<file path="config.mk">
export PLATFORM = sky130hd
export DESIGN_NAME = pmp_burst_reader
export DESIGN_NICKNAME = d
export VERILOG_FILES = /design/src/rtl/pmp_pkg.sv /design/src/rtl/pmp_sync.sv /design/src/rtl/pmp_burst_reader.sv
export SDC_FILE = /design/constraint.sdc
export NUM_CORES = 1
export LEC_CHECK = 0
export CORE_ASPECT_RATIO = 1.75
export CORE_MARGIN = 3
export CORE_UTILIZATION = 55
export CTS_BUF_LIST = sky130_fd_sc_hd__clkbuf_16
export CTS_CLUSTER_DIAMETER = 30
export DETAILED_ROUTE_END_ITERATION = 8
export PLACE_DENSITY = 0.95
export SLEW_MARGIN = 20
export SYNTH_ARGS = -nofsm -noshare
export SYNTH_HDL_FRONTEND = slang
export SYNTH_SLANG_ARGS = --single-unit
</file>
<file path="constraint.sdc">
create_clock -name sys_clock -period 2.9 [get_ports sys_clock]
set_input_delay 0.29 -clock sys_clock [delete_from_list [all_inputs] [get_ports sys_clock]]
set_output_delay 0.29 -clock sys_clock [all_outputs]
set_load 0.01 [all_outputs]
</file>
<file path="src/rtl/pmp_pkg.sv">
// Shared types and constants for the PMP dreq/drdy byte-handshake initiator.
package pmp_pkg;

    // Width of the PMP data bus.
    localparam int unsigned PMP_DATA_W = 8;

    // Default depth of the pmp_drdy synchronizer (never below 2).
    localparam int unsigned PMP_SYNC_STAGES = 2;

    // Burst reader FSM states.
    typedef enum logic [2:0] {
        StIdle,
        StPre,
        StReq,
        StRel,
        StHold
    } pmp_rd_state_t;

    // States in which the FSM waits on the responder and the timeout counter runs.
    function automatic logic is_wait_state(input pmp_rd_state_t st);
        return (st == StPre) || (st == StReq) || (st == StRel);
    endfunction

endpackage

</file>
<file path="src/rtl/pmp_sync.sv">
// Single-bit multi-flop synchronizer with asynchronous reset to 0.
module pmp_sync
    import pmp_pkg::*;
#(
    parameter int unsigned STAGES = PMP_SYNC_STAGES
) (
    input  logic sys_clock,
    input  logic sys_reset,
    input  logic async_in,
    output logic sync_out
);

    logic [STAGES-1:0] sync_q;

    // Shift the asynchronous input through the flop chain.
    always_ff @(posedge sys_clock or posedge sys_reset) begin
        if (sys_reset) begin
            sync_q <= '0;
        end else begin
            sync_q <= {sync_q[STAGES-2:0], async_in};
        end
    end

    assign sync_out = sync_q[STAGES-1];

endmodule

</file>
<file path="src/rtl/pmp_burst_reader.sv">
// PMP dreq/drdy burst reader: requests bytes one at a time from a responder and
// hands each captured byte to a valid/ready stream.
module pmp_burst_reader
    import pmp_pkg::*;
#(
    parameter int unsigned BURST_MAX      = 256,
    parameter int unsigned TIMEOUT_CYCLES = 1023,
    parameter int unsigned SYNC_STAGES    = PMP_SYNC_STAGES
) (
    input  logic                             sys_clock,
    input  logic                             sys_reset,
    input  logic                             start,
    input  logic [$clog2(BURST_MAX+1)-1:0]   burst_len,
    output logic                             busy,
    output logic                             done,
    output logic                             timeout_err,
    output logic [$clog2(BURST_MAX+1)-1:0]   bytes_read,
    output logic                             pmp_dreq,
    input  logic                             pmp_drdy,
    input  logic [PMP_DATA_W-1:0]            pmp_d,
    output logic [PMP_DATA_W-1:0]            byte_data,
    output logic                             byte_valid,
    input  logic                             byte_ready
);

    localparam int unsigned LEN_W = $clog2(BURST_MAX + 1);
    localparam int unsigned TMO_W = (TIMEOUT_CYCLES < 1) ? 1 : $clog2(TIMEOUT_CYCLES + 1);

    localparam logic [LEN_W-1:0] LEN_MAX   = LEN_W'(BURST_MAX);
    localparam logic [TMO_W-1:0] TMO_LIMIT = TMO_W'(TIMEOUT_CYCLES);

    pmp_rd_state_t         state_q;
    logic [LEN_W-1:0]      len_q;
    logic [LEN_W-1:0]      bytes_q;
    logic [TMO_W-1:0]      wait_q;
    logic [PMP_DATA_W-1:0] data_q;
    logic                  busy_q;
    logic                  done_q;
    logic                  terr_q;
    logic                  dreq_q;
    logic                  valid_q;

    logic                  drdy_s;
    logic                  waiting;
    logic                  advance;
    logic                  timed_out;
    logic [LEN_W-1:0]      count_inc;
    logic [LEN_W-1:0]      len_in;

    pmp_sync #(
        .STAGES (SYNC_STAGES)
    ) u_drdy_sync (
        .sys_clock (sys_clock),
        .sys_reset (sys_reset),
        .async_in  (pmp_drdy),
        .sync_out  (drdy_s)
    );

    // Lengths above BURST_MAX are representable on the port; treat them as BURST_MAX.
    assign len_in    = (burst_len > LEN_MAX) ? LEN_MAX : burst_len;
    assign count_inc = bytes_q + LEN_W'(1);
    assign waiting   = is_wait_state(state_q);

    // Condition that lets each wait state move on; it wins over a same-cycle timeout.
    always_comb begin
        advance = 1'b0;
        unique case (state_q)
            StPre:   advance = ~drdy_s;
            StReq:   advance = drdy_s;
            StRel:   advance = ~drdy_s;
            default: advance = 1'b0;
        endcase
    end

    assign timed_out = waiting && !advance && (wait_q == TMO_LIMIT);

    // Per-wait cycle counter, restarted on every state change and on timeout.
    always_ff @(posedge sys_clock or posedge sys_reset) begin
        if (sys_reset) begin
            wait_q <= '0;
        end else if (waiting && !advance && !timed_out) begin
            wait_q <= wait_q + TMO_W'(1);
        end else begin
            wait_q <= '0;
        end
    end

    // Burst FSM with registered handshake, stream and status outputs.
    always_ff @(posedge sys_clock or posedge sys_reset) begin
        if (sys_reset) begin
            state_q <= StIdle;
            len_q   <= '0;
            bytes_q <= '0;
            data_q  <= '0;
            busy_q  <= 1'b0;
            done_q  <= 1'b0;
            terr_q  <= 1'b0;
            dreq_q  <= 1'b0;
            valid_q <= 1'b0;
        end else begin
            done_q <= 1'b0;
            if (timed_out) begin
                terr_q  <= 1'b1;
                dreq_q  <= 1'b0;
                done_q  <= 1'b1;
                busy_q  <= 1'b0;
                state_q <= StIdle;
            end else begin
                unique case (state_q)
                    StIdle: begin
                        if (start) begin
                            bytes_q <= '0;
                            terr_q  <= 1'b0;
                            if (len_in == '0) begin
                                done_q <= 1'b1;
                            end else begin
                                len_q   <= len_in;
                                busy_q  <= 1'b1;
                                state_q <= StPre;
                            end
                        end
                    end
                    // A drdy still high here is stale (e.g. left over from an abort).
                    StPre: begin
                        if (!drdy_s) begin
                            dreq_q  <= 1'b1;
                            state_q <= StReq;
                        end
                    end
                    // Capture here: the responder clears pmp_d once dreq falls.
                    StReq: begin
                        if (drdy_s) begin
                            data_q  <= pmp_d;
                            dreq_q  <= 1'b0;
                            state_q <= StRel;
                        end
                    end
                    StRel: begin
                        if (!drdy_s) begin
                            valid_q <= 1'b1;
                            state_q <= StHold;
                        end
                    end
                    // Backpressure may stall here indefinitely; no timeout applies.
                    StHold: begin
                        if (byte_ready) begin
                            valid_q <= 1'b0;
                            bytes_q <= count_inc;
                            if (count_inc == len_q) begin
                                busy_q  <= 1'b0;
                                done_q  <= 1'b1;
                                state_q <= StIdle;
                            end else begin
                                state_q <= StPre;
                            end
                        end
                    end
                    default: begin
                        dreq_q  <= 1'b0;
                        valid_q <= 1'b0;
                        busy_q  <= 1'b0;
                        state_q <= StIdle;
                    end
                endcase
            end
        end
    end

    assign busy        = busy_q;
    assign done        = done_q;
    assign timeout_err = terr_q;
    assign bytes_read  = bytes_q;
    assign pmp_dreq    = dreq_q;
    assign byte_data   = data_q;
    assign byte_valid  = valid_q;

endmodule

</file>
==> results of run 1 <==
-- stage by stage --
| step | std cells | hold WS, ns | util |
|---|---|---|---|
| final | 323 | 0.3526 | 0.7505 |
| after floorplan | 230 | 0.3214 | - |
| after global routing | 323 | 0.3624 | 0.7505 |
| after global placement | 315 | 0.3327 | 0.7025 |
| after detailed placement | 315 | 0.3418 | 0.7025 |
| after CTS | 323 | 0.3562 | 0.7505 |
-- sequential cells by signal (all words and copies together), names as in the netlist --
register and flops:
wait_q 10, bytes_read 9, len_q 9, byte_data 8, state_q 3, u_drdy_sync.sync_q 2, busy 1, byte_valid 1
done 1, pmp_dreq 1, timeout_err 1
-- path summary, 6_finish.rpt --
path	endpoint	slack, ns	depth (start not counted)
worst max-delay path	busy	0.82	7
worst min-delay path	u_drdy_sync.sync_q[1]	0.35	0
worst max register to register	busy	0.82	7
worst min register to register	u_drdy_sync.sync_q[1]	0.35	0
max in group asynchronous	wait_q[9]	2.06	3
min in group asynchronous	byte_data[4]	0.44	3
-- synth_stat cells --
library cell   n  area, um^2
a21o_1         3       22.52
a21oi_1        5       25.02
a22o_1         2       17.52
and2_1         2       12.51
and3_1         2       12.51
and3_2         1       7.510
and4_1         1       8.760
and4_2         1       10.01
and4_4         2       22.52
buf_2          2       10.01
buf_4          1       7.510
clkbuf_1       5       18.77
dfrtp_1       46        1151
ha_1           2       25.02
inv_1          2       7.510
mux2_2         9       101.4
mux2_4         1       15.01
nand2_1       27       101.4
nand2b_1      10       62.56
nand3_1        9       45.04
nand3b_1       2       15.01
nand4_1        4       25.02
nor2_1        21       78.83
nor2_2         1       6.260
nor2b_1        1       6.260
nor3_1         6       30.03
nor3_2         1       10.01
nor3b_1        2       15.01
nor4_1         2       12.51
nor4b_2        1       15.01
o211a_1        1       10.01
o21a_1         1       7.510
o21ai_0       17       85.08
o21ai_1        4       20.02
o22ai_1        1       6.260
o2bb2ai_1      1       8.760
o311ai_1       1       8.760
o31ai_1        4       30.03
o41ai_1        2       17.52
or3_1          1       6.260
or3b_1         1       8.760
xnor2_1       13       113.9
xor2_1         9       78.83
-- layout make-up --
type                    instances  area, um^2  share of cell area
inverters                       2       7.507            0.002538
clock buffers                   5       125.1             0.04230
flip-flops and latches         46        1151              0.3892
clock inverters                 3       63.81             0.02157
well taps                      48       60.06             0.02030
repair buffers                 45       445.4              0.1506
multi-input cells             174        1105              0.3735
-- power breakdown --
group / leakage [nW] / internal, mW / switching (mW)
registers: 0.599 / 0.817 / 0.187
clock network: 0.0915 / 0.490 / 0.233
logic: 0.556 / 0.459 / 0.388
-- cell families after synthesis --
group / count (synthesis) / share of synthesized area
DFF: 46 / 0.5005
adders and majority gates: 2 / 0.01088
and+or+nand+nor: 98 / 0.2225
muxes: 10 / 0.05060
buffers and inverters: 10 / 0.01905
AOI/OAI and AO/OA: 42 / 0.1126
xor gates and xnor gates: 22 / 0.08379
-- metal layers --
metal | vias to the layer above | routed length, um | track usage
li1 | 898 | - | -
met1 | 923 | 1928 | 0.2896
met2 | 70 | 2939 | 0.4032
met3 | 17 | 236 | 0.04762
met4 | 0 | 153 | 0.1102
met5 | - | 0 | 0
-- critical path, delay by kind of cell (launching register included) --
family,cells,cell delay [ns]
simple gates,3,0.72
flops,1,0.45
compound gates,2,0.44
fa+ha+maj,1,0.26
xor+xnor,1,0.10
-- cell usage in the layout, fill, tap and decap left out, drive strengths merged, types with 5 or more instances in the layout --
master	instances
xor2	9
nor2	22
nand2b	10
mux2	10
nand3	9
a21oi	5
clkdlybuf4s50	43
clkbuf	5
nor3	7
o21ai	21
nand2	27
xnor2	13
dfrtp	46
==> metrics.md, run 1 <==
| Metric | Value |
|---|---|
| Status | `finished clean` |
| # resized after CTS | `0` |
| CTS buffer count | `5` |
| CP Cell Sequence | `ha_1 -> nand3_1 -> nor2_1 -> xnor2_1 -> nor3_1 -> o311ai_1 -> o211a_1` |
| Synthesized area | `0.002300 mm^2` |
| Slew Limit Fails | `0` |
| Final number of setup-violating endpoints | `0` |
| Yosys reg bits | `46` |
| Drt via density | `5.907` |
| IO buf count | `43` |
| CTS Buffer Depth | `2` |
| Leak Pwr | `1.246 nW` |
| Skew-Pair Late Insertion Delay | `0.28 ns` |
| # clock sinks | `46` |
| Hold Path Class | `reg -> reg` |
| Crit path largest cell delay | `0.45 ns` |
| Root Buffer | `clkbuf_16` |
| Largest net degree at the start of global routing | `47` |
| IO Pins | `44` |
| Fill cells | `258` |
| Worst setup SP type | `flip-flop` |
| Setup WS pre-CTS | `0.8077 ns` |
| Starting Density | `0.5835` |
| GR Overflow Total | `0` |
| Worst setup path startpoint | `bytes_read[0]` |
| Total Power | `2.575 mW` |
| Netlist cell types | `43` |
| GPL Wtd Cong | `0.7994` |
| CTS tree | `done` |
| Post-Route WL | `5259 um` |
| Layout Skew | `0.004356 ns` |
| Std cell rows | `30` |
| Initial antenna violation count | `0` |
| Relative slew slack | `0.5451` |
| Setup Crit Path Kind | `reg -> reg` |
| Sequential share of the synthesized area | `0.5005` |
| Final nets | `298` |
| GRT Util Overall | `0.2439` |
| Finished Cell Area | `0.002958 mm^2` |
| Syn Nets | `254` |
| Die Footprint | `0.005024 mm^2` |
| Drt pass-1 iters | `4` |
| Crit end category | `flip-flop` |
| Final worst setup slack | `0.8207 ns` |
| CTS Hold Buffers Added | `0` |
| Iter 0 DRT Violations | `56` |
| # diodes | `0` |
| VDD IR max | `0.0007239 V` |
| HP Start | `u_drdy_sync.sync_q[0]` |
| Required @ worst endpoint | `3.08 ns` |
| Pwr dens | `870.6 mW/mm^2` |
| Via count | `1908` |
| Setup_tns | `0 ns` |
| Routed wire per std cell | `16.28 um` |
| Post-DP HPWL | `3715 um` |
| Antenna viol nets, final | `0` |
| Hold Fails Final Rpt | `0` |
| Clock transition at path regs | `0.06 ns` |
| Share of cells above drive strength 1 | `0.09455` |
| Final Cycle Share | `0.7170` |
| Worst reg2reg startpoint | `bytes_read[0]` |
| DRC | `0` |
| # H-tree levels | `2` |
| RSZ-0062 raised after global routing | `false` |
| Minimum clock period | `2.079 ns` |
| Vias in the first global route | `1959` |
| Max FO, Critical Path | `7` |
| Slowest-stage cell, CP | `dfrtp_1` |
| Core ar. | `0.003941 mm^2` |
| Avg Inst Size Synth | `9.999 um^2` |
| Number of max-cap violations | `0` |
| Post-CTS Setup Repair Bufs | `0` |
| Worst-Margin Slew | `0.6786 ns` |
| Die Wd | `54.88 um` |
| Synth-to-Final Area Change | `28.62%` |
| F_max | `480.9 MHz` |
| Die Ht | `91.54 um` |
| Area post-placement | `0.002769 mm^2` |
| First-pass GRT wire length | `9108 um` |
| Worst EP arrival | `2.26 ns` |
| Ys Warns | `0` |
| Cells after Synth | `230` |
Power figures use the tool's default switching activity.
==> run 2: changes to the inputs <==
Settings changed: CORE_UTILIZATION 55 to 47, PLACE_DENSITY 0.95 to 0.87.
Clock period 2.9 ns to 1.9 ns, I/O delays scaled along.
==> run 2 against run 1 <==
Final cell count is 8.4% higher. Utilization is 8.6 points lower. Register-to-register slack worse by 0.74 ns. Count of clock-buffer cells in the layout stayed put. Sequential share of layout area is 2.1 points lower. Largest cell class unchanged.
==> metrics.md, run 2 (synthesis gave the netlist of run 1 again) <==
| Metric | Value |
|---|---|
| Status | `finished clean (unchanged)` |
| Pwr dens | `1219 mW/mm^2 (was 870.6 mW/mm^2)` |
| Hold Fails Final Rpt | `0 (unchanged)` |
| # clock sinks | `46 (unchanged)` |
| CTS Buffer Depth | `2 (unchanged)` |
| Starting Density | `0.4886 (was 0.5835)` |
| GPL Wtd Cong | `0.8300 (was 0.7994)` |
| Die Wd | `58.88 um (was 54.88 um)` |
| RSZ-0062 raised after global routing | `true (was false)` |
| Die Ht | `98.54 um (was 91.54 um)` |
| Hold Path Class | `in -> async (was reg -> reg)` |
| Register with the most flip-flops | `wait_q (unchanged)` |
| Int Power | `2.560 mW (was 1.767 mW)` |
| IO Pins | `44 (unchanged)` |
| Minimum clock period | `1.822 ns (was 2.079 ns)` |
| Post-CTS Setup Repair Bufs | `0 (unchanged)` |
| Total Power | `3.815 mW (was 2.575 mW)` |
| Relative slew slack | `0.6990 (was 0.5451)` |
| Slew Limit Fails | `0 (unchanged)` |
| Worst R2R Setup Slack | `0.08 ns (was 0.82 ns)` |
| Final Cycle Share | `0.9588 (was 0.7170)` |
| DRC | `0 (unchanged)` |
| Clock transition at path regs | `0.06 ns (about the same)` |
| Reg power frac | `0.380 (was 0.390)` |
| # diodes | `0 (unchanged)` |
| Gate power share | `0.404 (was 0.329)` |
| RR Endpoint | `busy (unchanged)` |
| Number of flip-flops in the largest register | `10 (unchanged)` |
| VDD IR max | `0.001313 V (was 0.0007239 V)` |
| First-pass GRT wire length | `9156 um (was 9108 um)` |
| Via count | `1957 (was 1908)` |
| Worst-Margin Slew | `0.4444 ns (was 0.6786 ns)` |
| Drt pass-1 iters | `4 (unchanged)` |
| Psw | `1.255 mW (was 808.1 uW)` |
| F_max | `548.9 MHz (was 480.9 MHz)` |
| Die Footprint | `0.005801 mm^2 (was 0.005024 mm^2)` |
| Largest net degree at the start of global routing | `47 (unchanged)` |
| Final nets | `322 (was 298)` |
| Final worst setup slack | `0.07823 ns (was 0.8207 ns)` |
| Commonest cells after routing, fill and taps aside | `44 x dfrtp_1, 43 x clkdlybuf4s50_1, 27 x nand2_1, 25 x buf_4, 19 x nor2_1 (was 46 x dfrtp_1, 43 x clkdlybuf4s50_1, 27 x nand2_1, 21 x nor2_1, 17 x o21ai_0)` |
| Post-Route WL | `5262 um (was 5259 um)` |
| Sw Ratio | `0.3289 (was 0.3138)` |
| Antenna viol nets, final | `0 (unchanged)` |
| Leak Pwr | `1.347 nW (was 1.246 nW)` |
| CTS Hold Buffers Added | `0 (unchanged)` |
| Routed wire per std cell | `15.03 um (was 16.28 um)` |
| Worst EP arrival | `2.00 ns (was 2.26 ns)` |
| Initial antenna violation count | `0 (unchanged)` |
| Clock power share | `0.216 (was 0.281)` |
| CTS buffer count | `5 (unchanged)` |
| Setup Crit Path Kind | `reg -> reg (unchanged)` |
| Worst reg2reg startpoint | `bytes_read[2] (was bytes_read[0])` |
| Final number of setup-violating endpoints | `0 (unchanged)` |
| Leading cell type in the layout, fill and taps excluded | `dfrtp_1 (unchanged)` |
| GRT Util Overall | `0.2027 (was 0.2439)` |
| # H-tree levels | `2 (unchanged)` |
| Number of max-cap violations | `0 (unchanged)` |
| Share of cells above drive strength 1 | `0.1879 (was 0.09455)` |
| IO buf count | `43 (unchanged)` |
| Setup WS pre-CTS | `-0.07494 ns (was 0.8077 ns)` |
| Worst setup SP type | `flip-flop (unchanged)` |
| Layout Skew | `0.007678 ns (was 0.004356 ns)` |
| Crit end category | `flip-flop (unchanged)` |
| Max FO, Critical Path | `6 (was 7)` |
| Iter 0 DRT Violations | `63 (was 56)` |
| Std cell rows | `33 (was 30)` |
| Vias in the first global route | `2034 (was 1959)` |
| Final core utilization | `0.6648 (was 0.7505)` |
| Synth-to-Final Area Change | `36.07% (was 28.62%)` |
| Root Buffer | `clkbuf_16 (unchanged)` |
| Fill cells | `375 (was 258)` |
| GR Overflow Total | `0 (unchanged)` |
| Required @ worst endpoint | `2.07 ns (was 3.08 ns)` |
| CTS tree | `done (unchanged)` |
| Skew-Pair Late Insertion Delay | `0.28 ns (about the same)` |
| # resized after CTS | `0 (unchanged)` |
| Core ar. | `0.004707 mm^2 (was 0.003941 mm^2)` |
| Post-DP HPWL | `3875 um (was 3715 um)` |
| Drt via density | `5.591 (was 5.907)` |
| R2R depth | `6 (was 7)` |
==> run 2: cell types whose count changed in the layout (fill, tap and decap cells not counted), sizes merged <==
cell      change
clkinvlp      +1
buf          +24
clkinv        -1
inv           +1
bufinv        -2
==> run 2: worst max path at each step <==
stage	start	endpoint	slack, ns	depth (start not counted)
floorplan	bytes_read[0]	busy	0.06	7
global placement	byte_ready	state_q[1]	-0.01	8
detailed placement	burst_len[3]	state_q[0]	-0.07	7
CTS	bytes_read[2]	busy	0.03	6
global route	bytes_read[2]	busy	-0.05	6
finish	bytes_read[2]	busy	0.08	6
==> run 2: area by class of cell <==
class,count,area [um^2],area share
Sequential cell,46,1154,0.3687
Multi-Input combinational cell,174,1129,0.3607
Timing Repair Buffer,69,638.1,0.2039
Clock buffer,5,125.1,0.03998
Tap cell,52,65.06,0.02079
Clock inverter,2,11.26,0.003599
Inverter,2,7.507,0.002399
==> run 2: per-stage QoR <==
step                cell area [um^2]  hold WS (ns)  instances  TNS [ns]
finish                          3129        0.2503        350         0
global route                    3129        0.2776        350  -0.05125
detailed placement              2967        0.3536        343  -0.08884
CTS                             3103        0.2700        350         0
global placement                2967        0.3325        343  -0.01117
floorplan                       2300        0.2214        230         0
==> run 2: per-layer routing <==
layer / vias to the layer above / track usage / part of all wire
li1: 942 / - / -
met5: - / 0 / 0
met2: 52 / 0.3543 / 0.56
met1: 950 / 0.2370 / 0.39
met4: 0 / 0.06457 / 0.019
met3: 13 / 0.04849 / 0.039
==> run 2: worst max-delay path: stages, from the launching register on <==
cell and delay (ns):
dfrtp_2 0.41, and4_2 0.28, nand2_1 0.13, or3_1 0.34, a21oi_1 0.13, o311ai_1 0.17
o211a_1 0.26
==> run 2: power groups by stage <==
stage               Clock [mW]  Combinational, mW  Sequential [mW]
global placement             0               1.46             1.45
CTS                      0.834               1.52             1.45
floorplan                    0              0.821             1.49
detailed placement           0               1.51             1.47
finish                   0.824               1.54             1.45
global route             0.885               1.67             1.49
==> run 3: changes to the inputs <==
Settings changed: REMOVE_ABC_BUFFERS from default to 1, TNS_END_PERCENT from default to 100.
==> run 3 against run 2 <==
The flow now finishes with violations (setup timing). Cell area rose by 1.0%. Clock power rose by 19%. Critical endpoint unchanged. Register-to-register slack got worse by 0.09 ns. Routed wire length rose by 3.4%. Via count fell by 0.77%. Combinational power barely moved. Final cell count fell by 0.29%. Critical path depth did not move. Maximum frequency fell by 4.5%.
==> metrics.md, run 3 (synthesis gave the netlist of run 1 again) <==
| Metric | Value |
|---|---|
| Status | `complete, but fails checks (was finished clean)` |
| Failing checks | `setup timing` |
| CTS tree | `done (unchanged)` |
| Starting Density | `0.4886 (unchanged)` |
| Post-Route WL | `5439 um (was 5262 um)` |
| GR Layer Usage met2 | `0.3765 (was 0.3543)` |
| Leak Pwr | `1.351 nW (was 1.347 nW)` |
| Buf/Inv on CP | `0 (unchanged)` |
| Delay-heaviest family, CP | `simple AND/OR/NAND/NOR gates (unchanged)` |
| First-pass GRT wire length | `8976 um (was 9156 um)` |
| Minimum clock period | `1.908 ns (was 1.822 ns)` |
| Max FO, Critical Path | `5 (was 6)` |
| DRC | `0 (unchanged)` |
| Largest net degree at the start of global routing | `28 (was 47)` |
| VDD IR max | `0.001000 V (was 0.001313 V)` |
| Finished Cell Area | `0.003161 mm^2 (was 0.003129 mm^2)` |
| Die Footprint | `0.005801 mm^2 (unchanged)` |
| Root Buffer | `clkbuf_16 (unchanged)` |
| Setup_tns | `-0.007609 ns (was 0 ns)` |
| Slowest-stage cell, CP | `dfrtp_1 (was dfrtp_2)` |
| Initial antenna violation count | `0 (unchanged)` |
| CTS Buffer Depth | `2 (unchanged)` |
| Fill cells | `364 (was 375)` |
| Critical path depth | `6 (unchanged)` |
| Crit end category | `flip-flop (unchanged)` |
| Via count | `1942 (was 1957)` |
| Required @ worst endpoint | `2.07 ns (about the same)` |
| Core ar. | `0.004707 mm^2 (unchanged)` |
| GRT Util Overall | `0.1986 (was 0.2027)` |
| Drt via density | `5.564 (was 5.591)` |
| Setup Crit Path Kind | `reg -> reg (unchanged)` |
| Share of cells above drive strength 1 | `0.2054 (was 0.1879)` |
| # clock sinks | `46 (unchanged)` |
| # H-tree levels | `2 (unchanged)` |
| Met3 Usage GRT | `0.04063 (was 0.04849)` |
| Die Wd | `58.88 um (unchanged)` |
| R2R depth | `6 (unchanged)` |
| GRT Max-Usage Layer | `met2 (unchanged)` |
| Relative slew slack | `0.6625 (was 0.6990)` |
| Final worst setup slack | `-0.007609 ns (was 0.07823 ns)` |
| Hold Fails Final Rpt | `0 (unchanged)` |
| Slew Limit Fails | `0 (unchanged)` |
| CP Cell Sequence | `ha_2 -> nand3_2 -> xnor2_1 -> nor4_2 -> o311ai_2 -> o211a_1 (was and4_2 -> nand2_1 -> or3_1 -> a21oi_1 -> o311ai_1 -> o211a_1)` |
| Iter 0 DRT Violations | `84 (was 63)` |
| Drt pass-1 iters | `4 (unchanged)` |
| Number of max-cap violations | `0 (unchanged)` |
| Pwr dens | `1262 mW/mm^2 (was 1219 mW/mm^2)` |
| Skew-Pair Late Insertion Delay | `0.29 ns (was 0.28 ns)` |
| Final number of setup-violating endpoints | `1 (was 0)` |
| Layout Skew | `0.008736 ns (was 0.007678 ns)` |
| Register with the most flip-flops | `wait_q (unchanged)` |
| CTS buffer count | `5 (unchanged)` |
| Commonest cells after routing, fill and taps aside | `44 x dfrtp_1, 43 x clkdlybuf4s50_1, 26 x nand2_1, 24 x buf_4, 19 x nor2_1 (was 44 x dfrtp_1, 43 x clkdlybuf4s50_1, 27 x nand2_1, 25 x buf_4, 19 x nor2_1)` |
| Antenna viol nets, final | `0 (unchanged)` |
| GPL Wtd Cong | `0.8191 (was 0.8300)` |
| Synth-to-Final Area Change | `37.43% (was 36.07%)` |
| Number of flip-flops in the largest register | `10 (unchanged)` |
| # diodes | `0 (unchanged)` |
| Die Ht | `98.54 um (unchanged)` |
| Hold Path Class | `in -> async (unchanged)` |
| GR Overflow Total | `0 (unchanged)` |
| GR Util met1 | `0.1973 (was 0.2370)` |
| Clock transition at path regs | `0.07 ns (was 0.06 ns)` |
| Post-DP HPWL | `4029 um (was 3875 um)` |
| Area post-placement | `0.002924 mm^2 (was 0.002967 mm^2)` |
| F_max | `524.2 MHz (was 548.9 MHz)` |
| Worst EP arrival | `2.08 ns (was 2.00 ns)` |
| Leading cell type in the layout, fill and taps excluded | `dfrtp_1 (unchanged)` |
| Routed wire per std cell | `15.58 um (was 15.03 um)` |
| Worst hold slack | `0.2580 ns (was 0.2503 ns)` |
| Vias in the first global route | `2066 (was 2034)` |
| CTS Hold Buffers Added | `0 (unchanged)` |
| Sequential Area | `0.001154 mm^2 (unchanged)` |
| Worst-Margin Slew | `0.5048 ns (was 0.4444 ns)` |
| Crit path largest cell delay | `0.41 ns (about the same)` |
| Final Cycle Share | `1.004 (was 0.9588)` |
| Setup WS pre-CTS | `-0.02537 ns (was -0.07494 ns)` |
| RR Endpoint | `busy (unchanged)` |
| Worst setup SP type | `flip-flop (unchanged)` |
| Final nets | `320 (was 322)` |
| IO Pins | `44 (unchanged)` |
| Worst R2R Setup Slack | `-0.008 ns (was 0.08 ns)` |
| Std cell rows | `33 (unchanged)` |
| Multi-input gate area | `0.001157 mm^2 (was 0.001129 mm^2)` |
| Worst reg2reg startpoint | `bytes_read[1] (was bytes_read[2])` |
| IO buf count | `43 (unchanged)` |
[run 3: cell type report]
type                       count  area share
timing repair buffer          67      0.1932
multi-input combinational    174      0.3662
clock buffer                   5     0.03959
clock inverter                 3     0.01306
sequential                    46      0.3650
tap                           52     0.02059
inverter                       2    0.002375
[run 3: worst max-delay path by stage]
stage	startpoint	to	slack (ns)
4_1_cts	state_q[0]	bytes_read[8]	0.008
6_report	bytes_read[1]	busy	-0.008
5_1_grt	state_q[0]	bytes_read[8]	-0.07
3_5_place_dp	burst_len[3]	state_q[0]	-0.03
2_1_floorplan	bytes_read[0]	busy	0.06
3_3_place_gp	burst_len[3]	state_q[0]	0.0001
[run 3: stage by stage]
| stage | total power [mW] | cells | util |
|---|---|---|---|
| after floorplan | 2.275 | 222 | - |
| after global placement | 2.878 | 339 | 0.6212 |
| after detailed placement | 2.940 | 339 | 0.6212 |
| final | 3.990 | 349 | 0.6715 |
| after CTS | 3.932 | 347 | 0.6566 |
| after global routing | 4.233 | 349 | 0.6715 |
[run 3: metal layers]
| metal | vias to the layer above | part of all wire |
|---|---|---|
| li1 | 934 | - |
| met1 | 943 | 0.37 |
| met2 | 56 | 0.57 |
| met3 | 9 | 0.046 |
| met4 | 0 | 0.017 |
| met5 | - | 0 |
[run 3: where the power goes]
part | leakage [nW] | internal (mW) | switching [mW]
logic | 0.673 | 0.830 | 0.691
registers | 0.597 | 1.25 | 0.237
clock network | 0.0812 | 0.616 | 0.364
total | 1.35 | 2.70 | 1.29
[run 3: worst register-to-register path: stages (launching register included)]
cell and delay [ns]:
dfrtp_1 0.41, ha_2 0.25, nand3_2 0.17, xnor2_1 0.19, nor4_2 0.32, o311ai_2 0.20, o211a_1 0.25
[run 3: repair_timing]
item                       CTS  global route
setup endpoints to repair    0            13
gates resized for setup      0            15
setup buffers                0             2
